$ cat config.mk
export PLATFORM = sky130hd
export DESIGN_NAME = debouncer_multi
export DESIGN_NICKNAME = d
export VERILOG_FILES = /design/src/rtl/debouncer_pkg.sv /design/src/rtl/debouncer_chan.sv /design/src/rtl/debouncer_multi.sv
export SDC_FILE = /design/constraint.sdc
export NUM_CORES = 1
export LEC_CHECK = 0
export BUFFER_PORTS_ARGS = -buffer_cell sky130_fd_sc_hd__buf_2
export CORE_ASPECT_RATIO = 0.7
export CORE_MARGIN = 4
export CORE_UTILIZATION = 51
export CTS_BUF_LIST = sky130_fd_sc_hd__clkbuf_16
export DETAILED_ROUTE_END_ITERATION = 16
export GPL_TIMING_DRIVEN = 0
export PLACE_DENSITY = 0.72
export SYNTH_ARGS = -nofsm -noshare
export SYNTH_HDL_FRONTEND = slang
export SYNTH_SLANG_ARGS = --single-unit
$ cat constraint.sdc
create_clock -name i_clk -period 1.6 [get_ports i_clk]
set_input_delay 0.08 -clock i_clk [delete_from_list [all_inputs] [get_ports i_clk]]
set_output_delay 0.08 -clock i_clk [all_outputs]
set_load 0.005 [all_outputs]
$ cat src/rtl/debouncer_pkg.sv
// Shared defaults and latency helper for the multi-channel debouncer.
package debouncer_pkg;
  localparam int DEB_CNT_W_DEFAULT = 3;
  localparam int DEB_SYNC_DEFAULT  = 2;

  // Edge (counted from the first sampling edge) at which a clean step commits.
  function automatic int deb_latency(input int sync, input int thr);
    return sync + thr + 1;
  endfunction
endpackage

$ cat src/rtl/debouncer_chan.sv
// One debouncer channel: synchroniser chain, stability counter, registered rise/fall pulses.
// o_commit exists only when DEBOUNCER_EVENT_LATCH_EN is defined.
module debouncer_chan import debouncer_pkg::*; #(
  parameter int   CNT_W       = DEB_CNT_W_DEFAULT,
  parameter int   SYNC_STAGES = DEB_SYNC_DEFAULT,
  parameter logic RESET_VAL   = 1'b0
) (
  input  logic             i_clk,
  input  logic             i_rst_n,
  input  logic             i_in,
  input  logic [CNT_W-1:0] i_thresh,
`ifdef DEBOUNCER_EVENT_LATCH_EN
  output logic             o_commit,
`endif
  output logic             o_out,
  output logic             o_rise,
  output logic             o_fall
);
  logic [SYNC_STAGES-1:0] sync_q;
  logic [CNT_W-1:0]       cnt_q;
  logic                   out_q;
  logic                   rise_q;
  logic                   fall_q;
  logic                   s;
  logic                   commit;

  if (deb_latency(SYNC_STAGES, 0) < deb_latency(2, 0)) begin : g_bad_sync
    $error("debouncer_chan: SYNC_STAGES must be at least 2");
  end

  assign s = sync_q[SYNC_STAGES-1];
  // >= rather than == so a threshold lowered below the running count still commits.
  assign commit = (s != out_q) && (cnt_q >= i_thresh);

  always_ff @(posedge i_clk or negedge i_rst_n) begin
    if (!i_rst_n) begin
      sync_q <= {SYNC_STAGES{RESET_VAL}};
      cnt_q  <= '0;
      out_q  <= RESET_VAL;
      rise_q <= 1'b0;
      fall_q <= 1'b0;
    end else begin
      sync_q <= {sync_q[SYNC_STAGES-2:0], i_in};
      rise_q <= 1'b0;
      fall_q <= 1'b0;
      if (s == out_q) begin
        cnt_q <= '0;
      end else if (!commit) begin
        cnt_q <= cnt_q + 1'b1;
      end else begin
        out_q  <= s;
        cnt_q  <= '0;
        rise_q <= s;
        fall_q <= ~s;
      end
    end
  end

  assert property (@(posedge i_clk) disable iff (!i_rst_n) !(rise_q && fall_q));

`ifdef DEBOUNCER_EVENT_LATCH_EN
  assign o_commit = commit;
`endif
  assign o_out  = out_q;
  assign o_rise = rise_q;
  assign o_fall = fall_q;
endmodule

$ cat src/rtl/debouncer_multi.sv
// Multi-channel debouncer: fans out CHANNELS independent debouncer_chan instances.
// DEBOUNCER_EVENT_LATCH_EN adds a sticky per-channel commit flag with clear input.
module debouncer_multi import debouncer_pkg::*; #(
  parameter int   CHANNELS    = 4,
  parameter int   CNT_W       = DEB_CNT_W_DEFAULT,
  parameter int   SYNC_STAGES = DEB_SYNC_DEFAULT,
  parameter logic RESET_VAL   = 1'b0
) (
  input  logic                i_clk,
  input  logic                i_rst_n,
  input  logic [CHANNELS-1:0] i_in,
  input  logic [CNT_W-1:0]    i_thresh,
`ifdef DEBOUNCER_EVENT_LATCH_EN
  input  logic [CHANNELS-1:0] i_evt_clr,
  output logic [CHANNELS-1:0] o_evt,
`endif
  output logic [CHANNELS-1:0] o_out,
  output logic [CHANNELS-1:0] o_rise,
  output logic [CHANNELS-1:0] o_fall
);
`ifdef DEBOUNCER_EVENT_LATCH_EN
  logic [CHANNELS-1:0] commit;
  logic [CHANNELS-1:0] evt_q;
`endif

  for (genvar n = 0; n < CHANNELS; n++) begin : g_chan
    debouncer_chan #(
      .CNT_W       (CNT_W),
      .SYNC_STAGES (SYNC_STAGES),
      .RESET_VAL   (RESET_VAL)
    ) u_chan (
      .i_clk    (i_clk),
      .i_rst_n  (i_rst_n),
      .i_in     (i_in[n]),
      .i_thresh (i_thresh),
`ifdef DEBOUNCER_EVENT_LATCH_EN
      .o_commit (commit[n]),
`endif
      .o_out    (o_out[n]),
      .o_rise   (o_rise[n]),
      .o_fall   (o_fall[n])
    );
  end

`ifdef DEBOUNCER_EVENT_LATCH_EN
  // A commit on the same edge as a clear leaves the flag set.
  always_ff @(posedge i_clk or negedge i_rst_n) begin
    if (!i_rst_n) begin
      evt_q <= '0;
    end else begin
      evt_q <= (evt_q & ~i_evt_clr) | commit;
    end
  end

  assign o_evt = evt_q;
`endif
endmodule

== Word level (Yosys, flattened, before mapping) ==
Index checks and enable logic that the tools add are counted.

* Output and inout bits: 12
* Logic and storage cells: 76
* Bits of input ports: 9
* Register bits after elaboration: 32

* Equal/unequal tests: 8
* Bitwise logic cells: 8
* Multiplexer cells: 24
* Reductions and logical operators: 8
* Order comparisons: 4
* Add/subtract/negate cells: 4

{| class="wikitable"
|+ Operators by type and width
! operator !! number
|-
| two-way mux 3 bit || 8
|-
| two-way mux 1 bit || 16
|-
| adder 3 x 1 -> 3 bit (second input constant) || 4
|-
| >= comparator 3 bit || 4
|-
| inverter 1 bit || 8
|-
| AND reduction 2 bit || 4
|-
| equality test 1 bit || 4
|-
| logical AND 1 bit || 4
|-
| != test 1 bit || 4
|}

== Depth between registers and ports, before layout ==
Gate-level depths: netlist (run 1).

* Word-level depth: 4
* Mapped depth: 5
* Depth with buffers taken out: 5

== By module ==
From an unflattened synthesis (run 1), not the netlist that was laid out.

* Cell total of the unflattened synthesis: 112
* Area, all modules: 1476.4 um^2

{| class="wikitable"
|+ By module, submodules not included
! module !! area an instance (um^2) !! cells each !! times used
|-
| debouncer_chan || 369.1 || 28 || 4
|}

== Least setup slack after synthesis (run 1) ==
No wires, ideal clock.

* Path kind: register to register
* Start: register g_chan[1].u_chan.cnt_q[2]
* End: register g_chan[1].u_chan.out_q
* Setup slack: 171 ps
* Data required time: 1475 ps
* Arrival: 1304 ps
* Stages on the path, launching flop included: 5
* Setup time: 125 ps
* Cell sequence: dfrtp_1 > ha_1 > a21oi_1 > o21a_4 > mux2_4

* Longest elaborated chain between the ends: 3

{| class="wikitable"
|+ RTL lines
! element !! line !! source
|-
| from (decl) || debouncer_chan.sv:20 || <nowiki>logic [CNT_W-1:0] cnt_q;</nowiki>
|-
| from (signal assigned) || debouncer_chan.sv:49 || <nowiki>cnt_q <= cnt_q + 1'b1;</nowiki>
|-
| >= comparator 3 bit || debouncer_chan.sv:33 || <nowiki>assign commit = (s != out_q) && (cnt_q >= i_thresh);</nowiki>
|-
| logical AND 1 bit || debouncer_chan.sv:33 ||
|-
| AND reduction 2 bit (no source line) || n/a ||
|-
| to (signal assigned) || debouncer_chan.sv:51 || <nowiki>out_q <= s;</nowiki>
|-
| to (decl) || debouncer_chan.sv:21 || <nowiki>logic out_q;</nowiki>
|}

Every way passes these cells.
A chain may end at the register's enable or synchronous reset.

== Final worst setup path (run 1) ==
* Start: register g_chan[2].u_chan.cnt_q[2]
* End: register g_chan[2].u_chan.out_q

* Longest elaborated chain between the ends: 3

{| class="wikitable"
|+ RTL lines
! element !! line
|-
| from (decl) || debouncer_chan.sv:20
|-
| from (signal assigned) || debouncer_chan.sv:49
|-
| >= comparator 3 bit || debouncer_chan.sv:33
|-
| logical AND 1 bit || debouncer_chan.sv:33
|-
| AND reduction 2 bit (no source line) || n/a
|-
| to (signal assigned) || debouncer_chan.sv:51
|-
| to (decl) || debouncer_chan.sv:21
|}

Every way passes these cells.

==> results.json, run 1 <==
{
  "status": "finished, final reports clean",
  "die_y_um": 54.0,
  "pin_count": 21,
  "ys_warn_count": 0,
  "cts_buffers": 5,
  "coreArea_um2": 2840,
  "postCtsSetupBuffers": 0,
  "start_util_pct": 54.3,
  "crit_fanout": 4,
  "ys_seq_area_share_pct": 51.9,
  "dpl.hpwl_um": 1700,
  "finalHoldViolations": 0,
  "grt_pass1_vias": 932,
  "cts_resized": 0,
  "maxCapViolations": 0,
  "first_iter_violations": 41,
  "ant_nets": 0,
  "antenna_found_initial": 0,
  "final_net_count": 175,
  "cts_tree": "yes",
  "synth_top_cells_by_area": "dfrtp_1 52%, ha_1 13%, buf_4 5.8%",
  "post-route-period-util_pct": 95.0,
  "ys_types": 15,
  "rsz0062_at_grt": "no",
  "clockRootBuffer": "clkbuf_16",
  "cts_max_level": 2,
  "io_buffer_count": 20,
  "grt_pass1_wl_um": 4050,
  "cp.arrival_ns": 1.68,
  "ir_drop_mv": 1.06,
  "path_clk_slew_ns": 0.05,
  "skew_ns": 0.00425,
  "clk_latency_ns": 0.27,
  "die_area_um2": 3990,
  "ctsLongestPathBuffers": 2,
  "grt_overflow_total": 0,
  "cts.sinks": 32,
  "grt.total_usage_pct": 14.3,
  "avgSynthCellArea_um2": 13.1,
  "leakagePower_nw": 0.967,
  "grt_max_degree": 33,
  "tightest_slew_ns": 0.706,
  "finalPower_mw": 3.00,
  "maxSlewHeadroom_pct": 52.9,
  "yosys_register_bits": 32,
  "finalMaxSlewViolations": 0,
  "synth.cell_area_um2": 1540,
  "ctsHoldBuffers": 5,
  "avgRoutedWirePerCell_um": 12.6,
  "synth_nets": 143,
  "stdcell_count": 186,
  "row_count": 16,
  "drcViolationCount": 0,
  "worstPathRequired_ns": 1.76,
  "cp-end-kind": "flip-flop",
  "drtPass1Iterations": 4,
  "vias_per_cell": 4.87,
  "crit_type": "reg -> reg",
  "die_width_um": 73.8,
  "finish.utilization_pct": 65.8,
  "hold_path_class": "reg -> reg",
  "num_antenna_cells": 0,
  "start_kind": "flip-flop",
  "route.vias.total": 905,
  "synth_top_area_share_pct": 51.9,
  "gp_congestion": 0.679,
  "synth_area_leader_cell": "dfrtp_1",
  "wl_um": 2340,
  "fin_crit_ns": 1.52,
  "area_delta_synth_final_pct": 21.2,
  "drive_gt1_share_pct": 35.3,
  "synth_cells": 118,
  "fin_setup_tns_ns": 0,
  "fmax_ghz": 0.658,
  "finalSetupViolations": 0,
  "p_per_area_nw_per_um2": 1600,
  "dpl.cell_count": 174
}
## metal layers
metal  global-route usage [%]  vias up  part of all wire, %
li1                         -      451                    -
met5                        0        -                    0
met1                     16.9      431                   47
met3                     5.04        7                  5.5
met2                     22.1       16                   44
met4                     9.94        0                  2.9
## final cells by class
type                            instances  area [um2]
Fill cell                             224         971
Clock inverter                          2        7.51
Tap cell                               36        45.0
Sequential cell                        32         801
Buffer                                 12        90.1
Multi-Input combinational cell         68         631
Inverter                                6        22.5
Timing Repair Buffer                   25         150
Clock buffer                            5         125
## power breakdown
group / internal (mW) / switching [mW] / total (mW)
Clock: 0.554 / 0.306 / 0.860
Sequential: 0.996 / 0.155 / 1.15
Combinational: 0.591 / 0.400 / 0.991
## registers in the layout (all words and copies together), names as in the netlist
| register | count |
|---|---|
| g_chan.u_chan.cnt_q | 12 |
| g_chan.u_chan.o_rise | 4 |
| g_chan.u_chan.o_out | 4 |
| g_chan.u_chan.sync_q | 8 |
| g_chan.u_chan.o_fall | 4 |
## cells in the mapped netlist
master and count:
a21oi_1 4, and3_2 4, buf_4 12, dfrtp_1 32, ha_1 16, inv_1 6
mux2_4 4, nand2_1 4, nor2_1 8, nor2b_4 4, nor3b_1 8, o211ai_1 4
o21a_4 4, xnor2_1 4, xor2_1 4
## metrics by stage
| stage | hold WS [ns] | setup WS (ns) | cell area, um2 |
|---|---|---|---|
| after global placement | 0.156 | 0.118 | 1690 |
| after CTS | 0.342 | 0.0799 | 1870 |
| after floorplan | -0.216 | 0.171 | 1540 |
| final | 0.340 | 0.0792 | 1870 |
| after detailed placement | 0.173 | 0.0991 | 1690 |
| after global routing | 0.350 | 0.00848 | 1870 |
## worst paths after layout
path                                             from                         end  slack [ns]  depth (start not counted)
setup / recovery            g_chan[2].u_chan.cnt_q[2]      g_chan[2].u_chan.o_out        0.08                          4
hold / removal             g_chan[3].u_chan.sync_q[0]  g_chan[3].u_chan.sync_q[1]        0.34                          0
setup reg to reg            g_chan[2].u_chan.cnt_q[2]      g_chan[2].u_chan.o_out        0.08                          4
hold reg to reg            g_chan[3].u_chan.sync_q[0]  g_chan[3].u_chan.sync_q[1]        0.34                          0
max in group asynchronous                     i_rst_n  g_chan[0].u_chan.sync_q[1]        0.75                          2
min in group asynchronous                     i_rst_n   g_chan[3].u_chan.cnt_q[0]        0.40                          2
## kinds of logic (layout without fill, tap and decap cells)
family / count (synthesis) / after routing / synth area share (%)
DFF: 32 / 32 / 51.9
and+or+nand+nor: 28 / 28 / 12.3
muxes: 4 / 4 / 3.89
adders and majority gates: 16 / 16 / 13.0
xor gates and xnor gates: 8 / 8 / 4.54
buffers and inverters: 18 / 50 / 7.29
AOI/OAI and AO/OA: 12 / 12 / 7.13
## critical path, cell delays in order, from the launching register on
cell	delay, ns
dfrtp_1	0.40
ha_1	0.30
a21oi_1	0.23
o21a_4	0.19
mux2_4	0.29
## cells in the final DEF, fill, tap and decap left out
cell           instances
dlygate4sd3_1          5
dfrtp_1               32
nor2b_4                4
inv_1                  6
o21a_4                 4
clkbuf_16              5
a21oi_1                4
ha_1                  16
nand2_1                4
xor2_1                 4
clkinv_1               2
nor2_1                 8
mux2_4                 4
and3_2                 4
xnor2_1                4
buf_4                 12
o211ai_1               4
buf_2                 20
nor3b_1                8
Note: power is estimated with default switching activity, not from simulation.
==> inputs of run 2 (changes only) <==
--- a/config.mk
+++ b/config.mk
@@ -5,7 +5,7 @@
 export SDC_FILE = /design/constraint.sdc
 export NUM_CORES = 1
 export LEC_CHECK = 0
-export BUFFER_PORTS_ARGS = -buffer_cell sky130_fd_sc_hd__buf_2
+export BUFFER_PORTS_ARGS = -buffer_cell sky130_fd_sc_hd__buf_4
 export CORE_ASPECT_RATIO = 0.7
 export CORE_MARGIN = 4
 export CORE_UTILIZATION = 51
==> constraint.sdc (replaced) <==
create_clock -name i_clk -period 1.55 [get_ports i_clk]
set_input_delay 0.0775 -clock i_clk [delete_from_list [all_inputs] [get_ports i_clk]]
set_output_delay 0.0775 -clock i_clk [all_outputs]
set_load 0.005 [all_outputs]
==> results.json, run 2 (synthesis results as in run 1) <==
{
  "leakagePower_nw": 0.990,
  "stdcell_count": 187,
  "coreArea_um2": 2840,
  "num_antenna_cells": 0,
  "drive_gt1_share_pct": 37.7,
  "grt_max_degree": 33,
  "comb_power_share_pct": 34.4,
  "row_count": 16,
  "worstPathRequired_ns": 1.70,
  "place_area_um2": 1740,
  "cp-end-kind": "flip-flop",
  "cts_max_level": 2,
  "rrSetupSlack_ns": 0.09,
  "p_seq_share_pct": 37.6,
  "clkPwrFrac_pct": 28.0,
  "ant_nets": 0,
  "finalPower_mw": 3.17,
  "ir_drop_mv": 0.978,
  "die_y_um": 54.0,
  "finalSetupViolations": 0,
  "tightest_slew_ns": 0.389,
  "crit_type": "reg -> reg",
  "path_clk_slew_ns": 0.05,
  "fin_setup_tns_ns": 0,
  "hold_path_class": "in -> async",
  "p_int_mw": 2.27,
  "drcViolationCount": 0,
  "grt_overflow_total": 0,
  "gp_congestion": 0.716,
  "maxCapViolations": 0,
  "die_area_um2": 3990,
  "vias_per_cell": 4.91,
  "layout_common_cells": "32 x buf_4, 32 x dfrtp_1, 16 x ha_1",
  "start_kind": "flip-flop",
  "grt.total_usage_pct": 14.4,
  "antenna_found_initial": 0,
  "finalHoldViolations": 0,
  "reg2reg_depth": 4,
  "wl_um": 2390,
  "final_area_um2": 1940,
  "route.vias.total": 918,
  "first_iter_violations": 24,
  "clockRootBuffer": "clkbuf_16",
  "rsz0062_at_grt": "no",
  "avgRoutedWirePerCell_um": 12.8,
  "cp.arrival_ns": 1.62,
  "final_net_count": 175,
  "sw_frac_of_total_pct": 28.5,
  "die_width_um": 73.8,
  "grt_pass1_vias": 939,
  "pin_count": 21,
  "cts_tree": "yes",
  "cts.sinks": 32,
  "largestRegisters": "g_chan.u_chan.cnt_q: 12 flops, g_chan.u_chan.sync_q: 8 flops",
  "p_per_area_nw_per_um2": 1630,
  "dpl.cell_count": 174,
  "clk_latency_ns": 0.27,
  "grt_pass1_wl_um": 4110,
  "fmax_ghz": 0.683,
  "ctsLongestPathBuffers": 2,
  "status": "finished, final reports clean",
  "timing.rr.end": "g_chan[1].u_chan.o_out",
  "largest_reg_flops": 12,
  "power_switching_mw": 0.903,
  "cts_buffers": 5,
  "dpl.hpwl_um": 1750,
  "drtPass1Iterations": 4,
  "regMostFlops": "g_chan.u_chan.cnt_q",
  "r2r-start": "g_chan[1].u_chan.cnt_q[2]",
  "fin_crit_ns": 1.46,
  "post-route-period-util_pct": 94.5,
  "io_buffer_count": 20,
  "crit_fanout": 4,
  "start_util_pct": 54.3,
  "postCtsSetupBuffers": 0,
  "maxSlewHeadroom_pct": 74.1,
  "skew_ns": 0.00335,
  "area_delta_synth_final_pct": 25.7,
  "finalMaxSlewViolations": 0
}
==> run 2: worst max path at each step <==
stage | from | endpoint | slack [ns]
floorplan | g_chan[1].u_chan.cnt_q[2] | g_chan[1].u_chan.o_out | 0.12
global placement | g_chan[2].u_chan.cnt_q[2] | g_chan[2].u_chan.o_out | 0.07
detailed placement | g_chan[1].u_chan.cnt_q[2] | g_chan[1].u_chan.o_out | 0.05
CTS | g_chan[1].u_chan.cnt_q[2] | g_chan[1].u_chan.o_out | 0.04
global route | g_chan[2].u_chan.cnt_q[2] | g_chan[2].u_chan.o_out | 0.03
finish | g_chan[1].u_chan.cnt_q[2] | g_chan[1].u_chan.o_out | 0.09
==> run 2: cell type report <==
cell class | count | area (um2)
inverters | 6 | 22.5
clock inverters | 3 | 11.3
plain buffers | 12 | 90.1
well taps | 36 | 45.0
clock buffers | 5 | 125
repair buffers | 25 | 200
fillers | 195 | 902
flip-flops and latches | 32 | 801
multi-input cells | 68 | 646
==> run 2: layer usage <==
metal / track usage (%) / vias up / wire (um)
met5: 0 / - / 0
met4: 7.83 / 0 / 42
met2: 23.8 / 13 / 1210
li1: - / 454 / -
met1: 16.4 / 446 / 1030
met3: 5.22 / 5 / 106
==> run 2: per-stage QoR <==
step	util (%)	worst slack [ns]	hold WS, ns
4_1_cts	67.7	0.0383	0.295
3_3_place_gp	61.2	0.0677	0.0306
6_report	68.3	0.0856	0.280
2_1_floorplan	-	0.121	-0.218
5_1_grt	68.3	0.0265	0.321
3_5_place_dp	61.2	0.0474	0.0380
==> run 2: power groups by stage <==
stage / clock network (mW) / logic (mW) / registers (mW)
after global placement: 0 / 1.04 / 1.18
after global routing: 0.957 / 1.22 / 1.22
after CTS: 0.908 / 1.09 / 1.19
after detailed placement: 0 / 1.08 / 1.20
after floorplan: 0 / 0.795 / 1.16
final: 0.889 / 1.09 / 1.19
==> run 2: critical path, cell delays in order, from the launching register on <==
cell and delay (ns):
dfrtp_1 0.40, ha_1 0.31, a21oi_2 0.18, o21a_4 0.17
mux2_4 0.30
==> run 2: what timing repair did <==
item	4_1_cts	5_1_grt
hold buffers	5	0
endpoints found under the hold margin	36	0
resized for setup	0	4
setup endpoints to repair	0	4
